### src/rtl/if_prefetch_queue.sv
// if_prefetch_queue: instruction-fetch front end with a DEPTH-entry prefetch FIFO.
// Issues sequential word-addressed fetches to the I-cache (one outstanding at most),
// buffers {instruction, PC} pairs so decode stalls do not stall fetch, and flushes
// on branch/call/return redirects, discarding any in-flight response.
//
// Optional feature: define IF_BYPASS_EN to forward a response straight to decode
// when the queue is empty (zero-cycle response-to-decode latency).
//
// Ports:
//   clk, rst              clock; synchronous active-low reset
//   stall_i               decode not accepting; head is held
//   redirect_valid_i/pc_i redirect fetch to a new target, flush queue
//   ic_req_valid_o/addr_o fetch request to cache (addr = fetch_pc)
//   ic_req_ready_i        cache accepts request
//   ic_resp_valid_i/data_i instruction for the outstanding request
//   instr_valid_o, instr_o, instr_pc_o  queue head (zeroed when not valid)
//   fetch_pc_o            next address to fetch
//   occupancy_o           entries currently queued
module if_prefetch_queue #(
  parameter int unsigned       ADDR_W   = 16,
  parameter int unsigned       INSTR_W  = 16,
  parameter int unsigned       DEPTH    = 4,
  parameter logic [ADDR_W-1:0] RESET_PC = '0
) (
  input  logic                       clk,
  input  logic                       rst,
  input  logic                       stall_i,
  input  logic                       redirect_valid_i,
  input  logic [ADDR_W-1:0]          redirect_pc_i,
  output logic                       ic_req_valid_o,
  output logic [ADDR_W-1:0]          ic_req_addr_o,
  input  logic                       ic_req_ready_i,
  input  logic                       ic_resp_valid_i,
  input  logic [INSTR_W-1:0]         ic_resp_data_i,
  output logic                       instr_valid_o,
  output logic [INSTR_W-1:0]         instr_o,
  output logic [ADDR_W-1:0]          instr_pc_o,
  output logic [ADDR_W-1:0]          fetch_pc_o,
  output logic [$clog2(DEPTH+1)-1:0] occupancy_o
);

  localparam int unsigned PtrW = $clog2(DEPTH);
  localparam int unsigned OccW = $clog2(DEPTH + 1);

  typedef enum logic [1:0] {StRun, StWait, StDrop} state_e;

  state_e               state_q, state_d;
  logic [ADDR_W-1:0]    fetch_pc_q, fetch_pc_d;
  logic [ADDR_W-1:0]    req_pc_q, req_pc_d;
  logic [PtrW-1:0]      rd_ptr_q, rd_ptr_d, wr_ptr_q, wr_ptr_d;
  logic [OccW-1:0]      count_q, count_d;
  logic [INSTR_W-1:0]   data_q [DEPTH];
  logic [ADDR_W-1:0]    pc_q   [DEPTH];

  logic q_nonempty, hs, resp_ok, bypass, q_push, q_pop;

  assign q_nonempty     = (count_q != '0);
  // Gated by rst so the request is low throughout reset, even before the first edge.
  assign ic_req_valid_o = rst && (state_q == StRun) && (count_q < OccW'(DEPTH));
  assign hs             = ic_req_valid_o && ic_req_ready_i;
  assign resp_ok        = (state_q == StWait) && ic_resp_valid_i && !redirect_valid_i;

`ifdef IF_BYPASS_EN
  assign bypass = rst && !q_nonempty && resp_ok;
  // A bypassed instruction taken by decode this cycle is never written.
  assign q_push = resp_ok && !(bypass && !stall_i);
`else
  assign bypass = 1'b0;
  assign q_push = resp_ok;
`endif

  assign q_pop         = q_nonempty && !stall_i && !redirect_valid_i;
  assign instr_valid_o = rst && (q_nonempty || bypass);
  assign ic_req_addr_o = fetch_pc_q;
  assign fetch_pc_o    = fetch_pc_q;
  assign occupancy_o   = count_q;

  always_comb begin
    instr_o    = '0;
    instr_pc_o = '0;
    if (rst && q_nonempty) begin
      instr_o    = data_q[rd_ptr_q];
      instr_pc_o = pc_q[rd_ptr_q];
    end else if (bypass) begin
      instr_o    = ic_resp_data_i;
      instr_pc_o = req_pc_q;
    end
  end

  always_comb begin
    state_d    = state_q;
    fetch_pc_d = fetch_pc_q;
    req_pc_d   = req_pc_q;
    rd_ptr_d   = rd_ptr_q;
    wr_ptr_d   = wr_ptr_q;
    count_d    = count_q;

    unique case (state_q)
      StRun: begin
        if (hs) begin
          state_d    = StWait;
          req_pc_d   = fetch_pc_q;
          fetch_pc_d = fetch_pc_q + 1'b1;
        end
      end
      StWait:  if (ic_resp_valid_i) state_d = StRun;
      StDrop:  if (ic_resp_valid_i) state_d = StRun;
      default: state_d = StRun;
    endcase

    if (q_push) wr_ptr_d = wr_ptr_q + 1'b1;
    if (q_pop)  rd_ptr_d = rd_ptr_q + 1'b1;
    case ({q_push, q_pop})
      2'b10:   count_d = count_q + 1'b1;
      2'b01:   count_d = count_q - 1'b1;
      default: ;
    endcase

    // Redirect overrides everything: flush, retarget, and mark any request that is
    // (or is about to become) outstanding as stale.
    if (redirect_valid_i) begin
      fetch_pc_d = redirect_pc_i;
      rd_ptr_d   = '0;
      wr_ptr_d   = '0;
      count_d    = '0;
      if (state_q == StRun) state_d = hs ? StDrop : StRun;
      else                  state_d = ic_resp_valid_i ? StRun : StDrop;
    end
  end

  always_ff @(posedge clk) begin
    if (!rst) begin
      state_q    <= StRun;
      fetch_pc_q <= RESET_PC;
      req_pc_q   <= '0;
      rd_ptr_q   <= '0;
      wr_ptr_q   <= '0;
      count_q    <= '0;
    end else begin
      state_q    <= state_d;
      fetch_pc_q <= fetch_pc_d;
      req_pc_q   <= req_pc_d;
      rd_ptr_q   <= rd_ptr_d;
      wr_ptr_q   <= wr_ptr_d;
      count_q    <= count_d;
    end
  end

  // Storage needs no reset: entries are only visible while counted.
  always_ff @(posedge clk) begin
    if (rst && q_push) begin
      data_q[wr_ptr_q] <= ic_resp_data_i;
      pc_q[wr_ptr_q]   <= req_pc_q;
    end
  end

endmodule
### config.mk
export PLATFORM = sky130hd
export DESIGN_NAME = if_prefetch_queue
export DESIGN_NICKNAME = d
export VERILOG_FILES = /design/src/rtl/if_prefetch_queue.sv
export SDC_FILE = /design/constraint.sdc
export NUM_CORES = 1
export LEC_CHECK = 0
export BUFFER_PORTS_ARGS = -buffer_cell sky130_fd_sc_hd__buf_2
export CORE_AREA = 2 2 122 124
export CTS_CLUSTER_SIZE = 25
export DETAILED_ROUTE_END_ITERATION = 7
export DIE_AREA = 0 0 124 126
export MAX_ROUTING_LAYER = met4
export PLACE_DENSITY = 0.8
export SLEW_MARGIN = 10
export SYNTH_ARGS = -nofsm -noshare
export SYNTH_HDL_FRONTEND = slang
export SYNTH_SLANG_ARGS = --single-unit
export TNS_END_PERCENT = 50
### constraint.sdc
create_clock -name clk -period 1.8 [get_ports clk]
set_input_delay 0.18 -clock clk [delete_from_list [all_inputs] [get_ports clk]]
set_output_delay 0.18 -clock clk [all_outputs]
set_load 0.02 [all_outputs]
==> summary.md, run 1 <==
| Metric | Value |
|---|---|
| Int Pwr | `6519 uW` |
| Vias in the first global route | `4,325` |
| Post-Route WL | `14.87 mm` |
| Height of the chip | `126 microns` |
| Clock transition at the registers of the reported paths | `0.06 ns` |
| Setup ws final | `-0.2721 ns` |
| Distinct cell type count after synthesis | `43` |
| Drt initial violations | `340` |
| Pin count of the biggest net entering global routing | `34` |
| Failing checks | `negative setup slack` |
| Area fraction of the dominant cell type after synthesis | `54.72%` |
| Final slew viol count | `0` |
| Largest area contributor in the netlist | `edfxtp_1` |
| Final Power | `8314 uW` |
| CTS tree | `built` |
| Max Cap Viol | `0` |
| Share of cells above drive strength 1 | `38.38%` |
| Peak supply drop | `650.6 uV` |
| Top_reg_cell synth | `edfxtp_1` |
| Clock share of power | `42.5%` |
| Final ANT Viol Nets | `0` |
| Final min period | `2.072 ns` |
| Initial antenna violation count | `0` |
| #FFs+latches synth | `171` |
| IO buf count | `106` |
| Final Hold Violating Endpoints | `0` |
| Most frequent cells in the layout | `edfxtp_1, buf_2, nand2_1` |
| Routed length per instance | `18.32 microns` |
| Combinational Power Share | `5.7%` |
| Worst slew pin tran | `0.3776 ns` |
| Synthesis-to-finish area growth | `27.81%` |
| Pre-antenna DRT Iters | `4` |
| Status | `finished, violations left` |
| Seq/Total Area, Yosys | `66.98%` |
| Crit path DAT | `1.89 ns` |
| Reg-to-reg critical path startpoint | `state_q[1]` |
| Ports | `107` |
| Clk sink count | `171` |
| Placed insts | `753` |
| R2R Path End | `occupancy_o[2]` |
| Root Buffer | `clkbuf_16` |
| Period utilization | `115.1%` |
| RSZ-0062 raised after global routing | `true` |
| Hold Startpoint | `redirect_pc_i[9]` |
| Most common cell after layout, fill and taps aside | `edfxtp_1` |
| Post-Layout Cell Count | `812` |
| Via count | `4,303` |
| Total track usage | `19.43%` |
| DRC Markers | `0` |
| Synth async-reset ratio | `0%` |
| TritonCTS buffer count | `17` |
| Global route total overflow | `0` |
| Syn Inst Count | `467` |
| Hold depth | `3` |
| CTS H-tree lvls | `4` |
| Initial core utilization | `49.07%` |
| Worst-skew pair later-pin latency | `0.42 ns` |
| Cell Pwr Density | `926.1 nW/um^2` |
| Rel. slew slack | `74.59%` |
| Routability Congestion | `0.8421` |
| Hold WC Path Type | `in -> reg` |
| # nets final | `662` |
| Die area | `15,620 sq um` |
| EDFF count, synth | `128` |
| Die Width | `124 microns` |
| Data required, critical path | `1.62 ns` |
| Worst Setup Start Kind | `flop` |
| Final setup violation count | `34` |
| Crit path capture type | `primary output` |
| Ys Warns | `0` |
| First-pass GRT wire length | `22.09 mm` |
| Ant. Diodes | `0` |
| Switching part of the total | `21.59%` |
| Power share of the sequential group | `51.8%` |
| Site Rows | `44` |
| Syn nets | `514` |
| Routed vias/inst | `5.299` |
| Fmax | `482.6 MHz` |
| Crit Path Class | `reg -> out` |
| Top cells by area, synth | `edfxtp_1, dfxtp_1, mux4_2` |
| Deepest clock path buffer count | `2` |
| Cells on worst reg2reg path | `9` |
| Endpoint, Worst Hold | `fetch_pc_o[9]` |
| Avg Cell Area, Syn | `15.04 sq um` |
| Core area | `14,310 sq um` |
| Leakage | `0.003357 uW` |
| Dpl hpwl | `8.739 mm` |
| R2r setup slk | `-0.07 ns` |
| Worst Skew | `0.008102 ns` |
| Crit Path Max Fanout | `13` |
| Switch Pwr | `1795 uW` |
| Mapped Area | `7024 sq um` |
==> through the flow <==
| step | hold WS [ns] | TNS [ns] | utilization (%) | instance area (sq um) | setup slack [ns] |
|---|---|---|---|---|---|
| after floorplan | 0.2789 | -0.1555 | - | 7043 | -0.1555 |
| after global placement | 0.3918 | -0.05940 | 55.53 | 7949 | -0.05940 |
| after detailed placement | 0.4012 | -0.3058 | 55.53 | 7949 | -0.1426 |
| after CTS | 0.009424 | -7.971 | 61.50 | 8803 | -0.2749 |
| after global routing | 0.02743 | -9.163 | 62.72 | 8977 | -0.3215 |
| final | 0.02424 | -6.802 | 62.72 | 8977 | -0.2721 |
==> power groups by stage <==
stage | clock, uW | sequential, uW | combinational (uW)
finish | 3530 | 4310 | 478
global placement | 0 | 4390 | 391
detailed placement | 0 | 4390 | 402
CTS | 3570 | 4300 | 446
floorplan | 0 | 4430 | 210
global route | 3740 | 4310 | 516
==> synthesized netlist by cell type, types with 3 or more instances <==
cell type    n
a21boi_0    17
a21oi_1     14
and2_1       4
buf_2        6
buf_4       16
clkbuf_1    15
dfxtp_1     43
edfxtp_1   128
ha_1         8
inv_1       10
mux4_2      32
nand2_1     43
nand3_1      9
nand4_1      5
nor2_1      17
nor2b_1     33
nor3_1       8
nor4_1       3
o211a_1      3
o21ai_0     12
xnor2_1     12
xor2_1       4
==> registers in the layout, summed over array words and instances, names as in the netlist, named ones only <==
signal and cells:
state_q 2, wr_ptr_q 2, req_pc_q 16, data_q 64, occupancy_o 3, fetch_pc_o 16, rd_ptr_q 2, pc_q 64
==> repair_timing <==
item	4_1_cts	5_1_grt
resized for setup	20	24
buffers inserted	0	4
hold endpoints to repair	67	0
hold buffers	19	0
pin swaps	4	8
cloned	1	3
endpoints found under the setup margin	37	170
==> routing by layer <==
| layer | GRT usage [%] | up-vias | share of wire [%] |
|---|---|---|---|
| met5 | - | - | 0 |
| met4 | 4.759 | 0 | 1.1 |
| met3 | 4.801 | 16 | 5.1 |
| met2 | 32.68 | 161 | 52 |
| met1 | 23.58 | 2107 | 41 |
| li1 | - | 2019 | - |
==> worst max-delay path by stage <==
| stage | from | to | slack, ns | cells after the start |
|---|---|---|---|---|
| finish | flop | instr_o[6] | -0.27 | 4 |
| global route | flop | instr_o[6] | -0.32 | 4 |
| CTS | flop | instr_pc_o[15] | -0.27 | 4 |
| detailed placement | state_q[1] | occupancy_o[2] | -0.14 | 9 |
| global placement | state_q[1] | occupancy_o[2] | -0.06 | 9 |
| floorplan | occupancy_o[0] | occupancy_o[2] | -0.16 | 8 |
==> area by class of cell <==
cell class | count | area [sq um]
fillers | 1048 | 5336
inverters | 11 | 41.29
flip-flops and latches | 171 | 4717
multi-input cells | 247 | 2158
well taps | 184 | 230.2
clock inverters | 13 | 138.9
clock buffers | 19 | 432.9
repair buffers | 167 | 1259
==> kinds of logic after synthesis <==
group	Yosys count	synth area share (%)
mux	34	10.58
xor+xnor	16	1.995
compound gates	50	4.525
flops	171	66.98
fa+ha+maj	9	1.710
buf+inv	49	3.598
simple gates	138	10.62
==> worst max-delay path, stage by stage, from the launching register on <==
cell and delay (ns):
dfxtp_4 0.43, buf_12 0.19, mux4_2 0.55, nor2b_1 0.15, buf_2 0.15
(Power assumes the default switching activity.)
==> inputs of run 2 (changes only) <==
Settings changed: SKIP_CTS_REPAIR_TIMING set to 1.
==> run 2 against run 1 <==
Against the previous run: the flow still finishes with violations (negative setup slack); cell count is 0.86% lower; count of clock-buffer cells in the layout stayed put; total power is 0.63% lower; cell area is 1.7% lower; first-iteration DRC count is 12% lower; sequential power hardly changed; critical endpoint unchanged.
==> summary.md, run 2 (synthesis results as in run 1) <==
| Metric | Value |
|---|---|
| Status | `finished, violations left` |
| Failing checks | `negative setup slack` |
| Die Width | `124 microns` |
| Hold WC Path Type | `in -> reg` |
| Crit path capture type | `primary output` |
| Routed vias/inst | `5.306` |
| Placed insts | `753` |
| Routed length per instance | `18.01 microns` |
| Clock transition at the registers of the reported paths | `0.06 ns` |
| Initial antenna violation count | `0` |
| Pre-antenna DRT Iters | `5` |
| CTS tree | `built` |
| TritonCTS buffer count | `17` |
| Final slew viol count | `0` |
| Worst slew pin tran | `0.3714 ns` |
| Final setup violation count | `35` |
| Worst-skew pair later-pin latency | `0.42 ns` |
| IO buf count | `106` |
| Final ANT Viol Nets | `0` |
| Most frequent cells in the layout | `edfxtp_1, buf_2, nand2_1` |
| Routability Congestion | `0.8421` |
| Cell Chain, Critical Path | `buf_12, mux4_2, nor2b_1, buf_2` |
| Peak supply drop | `643.2 uV` |
| First-pass GRT wire length | `21.46 mm` |
| Fmax | `483.6 MHz` |
| Clk sink count | `171` |
| Initial core utilization | `49.07%` |
| Deepest clock path buffer count | `2` |
| Crit Path Max Fanout | `13` |
| Final min period | `2.068 ns` |
| Data required, critical path | `1.62 ns` |
| Rel. slew slack | `75.01%` |
| Via count | `4,271` |
| Share of cells above drive strength 1 | `36.71%` |
| Post-Route WL | `14.50 mm` |
| Crit path DAT | `1.89 ns` |
| Vias in the first global route | `4,193` |
| Biggest regs | `data_q: 64 flops, pc_q: 64 flops` |
| Number of fill cells | `1,070` |
| Worst Setup Start Kind | `flop` |
| Drt initial violations | `298` |
| Final Power | `8262 uW` |
| Final Hold Violating Endpoints | `0` |
| Crit Path Class | `reg -> out` |
| Synthesis-to-finish area growth | `25.69%` |
| CTS H-tree lvls | `4` |
| Post-layout util | `61.68%` |
| Dpl hpwl | `8.739 mm` |
| Setup ws final | `-0.2679 ns` |
| Max Cap Viol | `0` |
| Pin count of the biggest net entering global routing | `34` |
| RSZ-0062 raised after global routing | `true` |
| Cell Pwr Density | `935.8 nW/um^2` |
| Site Rows | `44` |
| Root Buffer | `clkbuf_16` |
| Worst Skew | `0.007347 ns` |
| Post-Layout Cell Count | `805` |
| Most common cell after layout, fill and taps aside | `edfxtp_1` |
| Total track usage | `18.85%` |
| DRC Markers | `0` |
| Ant. Diodes | `0` |
| Global route total overflow | `0` |
| CP max-delay cell | `mux4_2` |
| Ports | `107` |
| CP max stage delay | `0.55 ns` |
| Core area | `14,310 sq um` |
| # nets final | `655` |
| Die area | `15,620 sq um` |
| Height of the chip | `126 microns` |
| Period utilization | `114.9%` |
| Leakage | `0.003278 uW` |
[run 2: cell count changes in the layout (fill, tap and decap cells not counted), sizes merged]
cell / delta
buf: -6
dlygate4sd3: -1
[run 2: critical path, delay by kind of cell, from the launching register on]
family	cells	cell delay (ns)
buffers and inverters	2	0.34
and+or+nand+nor	1	0.15
DFF	1	0.43
muxes	1	0.55
[run 2: per-layer routing]
| metal | vias up | GRT usage (%) | wire length (microns) |
|---|---|---|---|
| met2 | 169 | 30.87 | 7541 |
| met1 | 2081 | 23.41 | 5811 |
| li1 | 2003 | - | - |
| met3 | 18 | 4.846 | 953 |
| met4 | 0 | 4.957 | 190 |
| met5 | - | - | 0 |
[run 2: path summary, 6_finish.rpt]
| kind | from | endpoint | slack, ns | cells past startpoint |
|---|---|---|---|---|
| setup / recovery | flop | instr_o[6] | -0.27 | 4 |
| hold / removal | redirect_pc_i[14] | fetch_pc_o[14] | 0.002 | 3 |
| setup reg to reg | state_q[1] | occupancy_o[2] | -0.09 | 9 |
| hold reg to reg | req_pc_q[9] | pc_q[3][9] | 0.50 | 0 |
[run 2: through the flow]
step	hold WS [ns]	instance area, sq um	setup WS [ns]	TNS [ns]
2_1_floorplan	0.2789	7043	-0.1555	-0.1555
3_3_place_gp	0.3918	7949	-0.05940	-0.05940
3_5_place_dp	0.4012	7949	-0.1426	-0.3058
4_1_cts	-0.04215	8521	-0.3104	-10.09
5_1_grt	0.0002066	8828	-0.3185	-12.73
6_report	0.001525	8828	-0.2679	-7.005
[run 2: final cells by class]
type                       instances  area (sq um)  area share (%)
sequential                       171          4716           53.42
multi-input combinational        247          2113           23.94
timing repair buffer             160          1156           13.10
clock buffer                      19         432.9           4.904
tap                              184         230.2           2.608
clock inverter                    13         138.9           1.573
inverter                          11         41.29          0.4677
[run 2: power by group]
| group | switching, uW | leakage (uW) | internal [uW] | total (uW) |
|---|---|---|---|---|
| combinational | 258 | 0.00140 | 188 | 445 |
| clock | 1460 | 0.000278 | 2050 | 3510 |
| sequential | 47.1 | 0.00160 | 4260 | 4310 |
